## config.mk

```make
export PLATFORM = sky130hd
export DESIGN_NAME = riscv_core_rob_ctrl
export DESIGN_NICKNAME = d
export VERILOG_FILES = /design/src/rtl/riscv_core_rob_ctrl_pkg.sv /design/src/rtl/riscv_core_rob_ctrl.sv
export SDC_FILE = /design/constraint.sdc
export NUM_CORES = 1
export LEC_CHECK = 0
export CELL_PAD_IN_SITES_DETAIL_PLACEMENT = 2
export CELL_PAD_IN_SITES_GLOBAL_PLACEMENT = 2
export CORE_MARGIN = 2
export CORE_UTILIZATION = 35
export CTS_BUF_LIST = sky130_fd_sc_hd__clkbuf_8
export DETAILED_ROUTE_END_ITERATION = 10
export PLACE_DENSITY = 0.77
export SYNTH_ARGS = -nofsm -noshare
export SYNTH_HDL_FRONTEND = slang
export SYNTH_SLANG_ARGS = --single-unit
```

## constraint.sdc

```tcl
create_clock -name clk -period 3.55 [get_ports clk]
set_input_delay 0.71 -clock clk [delete_from_list [all_inputs] [get_ports clk]]
set_output_delay 0.71 -clock clk [all_outputs]
set_load 0.05 [all_outputs]
```

## src/rtl/riscv_core_rob_ctrl_pkg.sv

```systemverilog
// Shared ROB geometry for the riscvooo core: reorder buffer depth, slot index
// width and architectural register index width. Imported by the ROB
// controller, and intended for the scoreboard and the ROB data array.
package riscv_core_rob_ctrl_pkg;

  localparam int unsigned ROB_ENTRIES_DFLT = 16;
  localparam int unsigned ROB_SLOT_W_DFLT  = $clog2(ROB_ENTRIES_DFLT);
  localparam int unsigned ROB_REG_W_DFLT   = 5;

endpackage

```

## src/rtl/riscv_core_rob_ctrl.sv

```systemverilog
// In-order-commit reorder buffer controller.
// Decode allocates the tail slot, and writeback clears that slot's pending
// bit. The head slot retires once it is valid and no longer pending. Each
// cycle allows at most one alloc, one fill and one commit.
module riscv_core_rob_ctrl
  import riscv_core_rob_ctrl_pkg::*;
#(
  parameter int unsigned ROB_ENTRIES = ROB_ENTRIES_DFLT,
  parameter int unsigned SLOT_W      = ROB_SLOT_W_DFLT,
  parameter int unsigned REG_W       = ROB_REG_W_DFLT
) (
  input  logic              clk,
  input  logic              reset,
  input  logic              rob_alloc_req_val,
  output logic              rob_alloc_req_rdy,
  input  logic              rob_alloc_req_wen,
  input  logic [REG_W-1:0]  rob_alloc_req_preg,
  output logic [SLOT_W-1:0] rob_alloc_resp_slot,
  input  logic              rob_fill_val,
  input  logic [SLOT_W-1:0] rob_fill_slot,
  output logic              rob_commit_val,
  output logic              rob_commit_wen,
  output logic [SLOT_W-1:0] rob_commit_slot,
  output logic [REG_W-1:0]  rob_commit_rf_waddr,
  output logic [SLOT_W:0]   rob_count
);

  localparam logic [SLOT_W:0] FULL_CNT = (SLOT_W+1)'(ROB_ENTRIES);

  logic [SLOT_W-1:0]      head_q, head_d;
  logic [SLOT_W-1:0]      tail_q, tail_d;
  logic [SLOT_W:0]        count_q, count_d;

  logic [ROB_ENTRIES-1:0] valid_vec;
  logic [ROB_ENTRIES-1:0] pending_vec;
  logic [ROB_ENTRIES-1:0] wen_vec;
  logic [REG_W-1:0]       preg_vec [ROB_ENTRIES];

  logic                   alloc_fire;
  logic                   commit_fire;

  // Readiness depends only on the registered count. A full ROB refuses
  // allocation even when the head retires in the same cycle.
  assign rob_alloc_req_rdy   = (count_q != FULL_CNT);
  assign rob_alloc_resp_slot = tail_q;
  assign alloc_fire          = rob_alloc_req_val && rob_alloc_req_rdy;

  // Commit uses only registered slot state, so a fill becomes visible one
  // cycle after writeback. Commit is suppressed while reset is asserted.
  assign commit_fire = !reset && valid_vec[head_q] && !pending_vec[head_q];

  assign rob_commit_val      = commit_fire;
  assign rob_commit_wen      = commit_fire && wen_vec[head_q];
  assign rob_commit_slot     = head_q;
  assign rob_commit_rf_waddr = preg_vec[head_q];
  assign rob_count           = count_q;

  // Per-slot state. Alloc only ever targets a non-valid slot, so it never
  // collides with a fill or a commit on the same slot.
  for (genvar i = 0; i < ROB_ENTRIES; i++) begin : g_slot
    localparam logic [SLOT_W-1:0] IDX = SLOT_W'(i);

    logic             valid_q;
    logic             pending_q;
    logic             wen_q;
    logic [REG_W-1:0] preg_q;
    logic             alloc_here;
    logic             fill_here;
    logic             commit_here;

    assign alloc_here  = alloc_fire && (tail_q == IDX);
    // Fills to slots that are not in flight are dropped.
    assign fill_here   = rob_fill_val && (rob_fill_slot == IDX) && valid_q && pending_q;
    assign commit_here = commit_fire && (head_q == IDX);

    // Slot flops: alloc installs the entry, fill clears pending, and
    // commit frees the slot.
    always_ff @(posedge clk) begin
      if (reset) begin
        valid_q   <= 1'b0;
        pending_q <= 1'b0;
        wen_q     <= 1'b0;
        preg_q    <= '0;
      end else if (alloc_here) begin
        valid_q   <= 1'b1;
        pending_q <= 1'b1;
        wen_q     <= rob_alloc_req_wen;
        preg_q    <= rob_alloc_req_preg;
      end else begin
        if (fill_here) begin
          pending_q <= 1'b0;
        end
        if (commit_here) begin
          valid_q <= 1'b0;
        end
      end
    end

    assign valid_vec[i]   = valid_q;
    assign pending_vec[i] = pending_q;
    assign wen_vec[i]     = wen_q;
    assign preg_vec[i]    = preg_q;
  end

  // Next-state pointers and occupancy. The pointers wrap naturally, and the
  // count separates a full ROB from an empty one.
  always_comb begin
    head_d  = head_q;
    tail_d  = tail_q;
    count_d = count_q;
    if (alloc_fire) begin
      tail_d = tail_q + SLOT_W'(1);
    end
    if (commit_fire) begin
      head_d = head_q + SLOT_W'(1);
    end
    if (alloc_fire && !commit_fire) begin
      count_d = count_q + (SLOT_W+1)'(1);
    end else if (!alloc_fire && commit_fire) begin
      count_d = count_q - (SLOT_W+1)'(1);
    end
  end

  // Pointer and count registers.
  always_ff @(posedge clk) begin
    if (reset) begin
      head_q  <= '0;
      tail_q  <= '0;
      count_q <= '0;
    end else begin
      head_q  <= head_d;
      tail_q  <= tail_d;
      count_q <= count_d;
    end
  end

endmodule

```

==> results of run 1 <==
-- logic make-up (layout without fill, tap and decap cells) --
| family | count (synthesis) | after routing | share of synthesized area |
|---|---|---|---|
| and+or+nand+nor | 268 | 268 | 0.187 |
| AOI/OAI and AO/OA | 113 | 113 | 0.0997 |
| buffers and inverters | 55 | 93 | 0.0372 |
| xor gates and xnor gates | 9 | 9 | 0.0120 |
| adders and majority gates | 14 | 14 | 0.0279 |
| muxes | 91 | 91 | 0.206 |
| DFF | 141 | 141 | 0.431 |
-- sequential cells by signal, indices dropped and copies added (netlist names) --
| register | flops |
|---|---|
| g_slot.valid_q | 16 |
| g_slot.wen_q | 16 |
| g_slot.preg_q | 80 |
| rob_alloc_resp_slot | 4 |
| rob_commit_slot | 4 |
| g_slot.pending_q | 16 |
| rob_count | 5 |
-- worst max path at each step --
stage / start / end / slack (ns) / depth (start not counted)
finish: rob_commit_slot[0] / rob_commit_wen / 0.20 / 5
global route: rob_commit_slot[3] / rob_count[4] / 0.02 / 13
CTS: rob_commit_slot[3] / rob_count[4] / 0.05 / 13
detailed placement: rob_commit_slot[3] / rob_count[4] / 0.04 / 13
global placement: rob_commit_slot[3] / rob_count[4] / 0.21 / 13
floorplan: rob_commit_slot[1] / rob_count[4] / 0.02 / 14
-- routing by layer --
| layer | GRT usage | up-vias | routed length, um |
|---|---|---|---|
| met1 | 0.302 | 2751 | 9800 |
| met4 | 0.0779 | 0 | 475 |
| met3 | 0.0404 | 35 | 783 |
| met5 | 0 | - | 0 |
| li1 | - | 2459 | - |
| met2 | 0.404 | 96 | 11400 |
-- where the power goes --
part | internal, uW | total [uW] | switching [uW]
clock network | 592 | 1260 | 668
registers | 1650 | 1740 | 91.4
logic | 361 | 999 | 638
-- stage by stage --
| step | cell area, um2 | utilization | worst slack (ns) | hold WS, ns |
|---|---|---|---|---|
| after global routing | 7510 | 0.405 | 0.0159 | 0.468 |
| final | 7510 | 0.405 | 0.200 | 0.461 |
| after CTS | 7500 | 0.405 | 0.0491 | 0.461 |
| after floorplan | 6550 | - | 0.0239 | 0.433 |
| after global placement | 7120 | 0.385 | 0.207 | 0.439 |
| after detailed placement | 7120 | 0.385 | 0.0441 | 0.448 |
-- worst register-to-register path, delay by kind of cell, from the launching register on --
kind | cells | cell delay, ns
AND/OR/NAND/NOR | 5 | 0.71
AO/OA/AOI/OAI | 3 | 0.64
multiplexers | 1 | 0.58
adder cells (fa/ha/maj) | 2 | 0.55
flip-flops | 1 | 0.48
XOR/XNOR | 1 | 0.14
buffers and inverters | 1 | 0.12
-- timing repair --
| item | in CTS | in global routing |
|---|---|---|
| setup buffers | 0 | 0 |
| resized for setup | 0 | 3 |
| endpoints found under the setup margin | 0 | 1 |
-- cell usage in the layout (no fill, tap or decap), types with 2 or more instances in the layout --
| cell | instances |
|---|---|
| clkinv_2 | 3 |
| nor2_1 | 79 |
| o21ai_0 | 17 |
| clkinv_4 | 2 |
| nand4_1 | 8 |
| clkbuf_8 | 19 |
| clkinvlp_4 | 3 |
| mux2i_1 | 56 |
| nand2_1 | 128 |
| xnor2_1 | 5 |
| nand3b_1 | 3 |
| nor2_2 | 3 |
| dfxtp_2 | 2 |
| xor2_1 | 4 |
| inv_6 | 3 |
| buf_12 | 2 |
| buf_4 | 23 |
| dfxtp_1 | 138 |
| clkdlybuf4s50_1 | 26 |
| nor2b_1 | 9 |
| and2_1 | 3 |
| inv_1 | 10 |
| nor3_1 | 3 |
| nand3_1 | 13 |
| a311oi_1 | 8 |
| a31oi_1 | 4 |
| a21oi_1 | 78 |
| ha_1 | 13 |
| mux4_2 | 35 |
| nand3_2 | 10 |
-- layout make-up --
cell class                      instances  area (um2)
Fill cell                            1998       11000
Multi-Input combinational cell        495        3490
Sequential cell                       141        2830
Timing Repair Buffer                   52         484
Tap cell                              234         293
Clock buffer                           19         262
Clock inverter                         13         115
Inverter                                9        33.8
==> impl_results.md, run 1 <==
* Total power at 4000 uW
* CP max-delay cell: mux4_2
* EDFF count, synth at 0
* Cell Chain, Critical Path: buf_4, mux4_2, mux4_2, nor2b_1, buf_12
* Drt drc at 0
* WP buf/inv at 2
* Starting Density at 0.354
* Top cells by count, synth: dfxtp_1, nand2_1, nor2_1, a21oi_1, mux2i_1
* Post-Route WL at 22500 um
* GRT Overall Usage at 0.235
* Leak at 0.00284 uW
* Final Hold Viols at 0
* Max Fanout on Critical Path at 23
* Initial antenna violation count at 0
* TritonCTS buffer count at 17
* Synth area leader: dfxtp_1
* Tmin final at 3.35 ns
* Pin count of the biggest net entering global routing at 75
* Finish-stage setup viols at 0
* Post-Synthesis Cells at 691
* CTS max path bufs at 2
* First-pass iteration count of the detailed router at 4
* Max-slew violations at 0
* Antenna fix cells at 0
* CTS tree: yes
* Inst Count DP at 931
* Initial DRC count at 292
* Status: completed
* Latest clock arrival within the worst-skew pair at 0.46 ns
* Clk_skew at 0.0117 ns
* RSZ-0062 raised after global routing: false
* Flops & latches, synth at 141
* NumNets Final at 744
* Layout area overhead at 14.6%
* CP max stage delay at 0.57 ns
* Fmax at 298 MHz
* Crit start category: flop
* Reg2reg path depth at 13
* Worst Tran Pin Value at 0.806 ns
* Worst Hold Class: reg -> reg
* Placer congestion estimate at 0.891
* Rows at 50
* Mapped Area at 6550 um2
* Via/cell ratio at 5.55
* R2r setup slk at 0.22 ns
* Top delay family on crit path: multiplexers
* Sequential cell area fraction in the yosys report at 0.431
* Max Cap Viol at 0
* Crit share post-route at 0.944
* Num ports at 35
* Setup TNS at 0 ns
* Vias in the first global route at 5891
* Critical path's most frequent cell: mux4_2
* Die X at 141 um
* Wire length per cell at 23.3 um
* # hold bufs at CTS at 0
* PwrDens at 533 nW/um2
* Ys flop type: dfxtp_1
* Die Y at 141 um
* Net Count, Synth at 719
* Yosys cell types at 42
* Vias at 5341
* Most frequent cell after synthesis: dfxtp_1
* CTS clk-pin slew, worst paths at 0.09 ns
* Ys async rst share at 0
* Hold path start: g_slot[2].preg_q[4]
* Final Instance Count excl. Fillers at 963
* Grt total ovfl at 0
* Placed wire-length estimate at 15700 um
* Critical path class: reg -> out
* R2R Path Start: rob_commit_slot[3]
* Clk root buf: clkbuf_8
* Critical path arrival at 2.64 ns
* Buffers added on ports at 34
* Crit. End Element: output pin
* Share of the synthesized area in the top cell type at 0.431
* Layout cells sized above 1 at 0.162
* Yosys Warn Count at 0
* Clk sinks at 141
* Htree depth at 4
* Slew headroom at 0.461
* Max VDD drop at 239 uV
* Reg2reg end: rob_count[4]
* Avg Inst Size Synth at 9.48 um2
* First-pass GRT wire length at 34800 um
* Hold depth at 2
* Worst Hold End: g_slot[2].preg_q[4]
* DRT antenna net count at 0
* CORE AREA at 18500 um2
* Top post-synthesis cells by area: dfxtp_1, mux4_2, mux2i_1
* Critical path required time at 2.84 ns
* Die area at 19800 um2
Power figures use the tool's default switching activity.
==> run 2, diff against run 1 <==
SLEW_MARGIN = 25   (was unset)
==> results of run 2 <==
The final DEF is identical to that of run 1; final timing and power are the same.
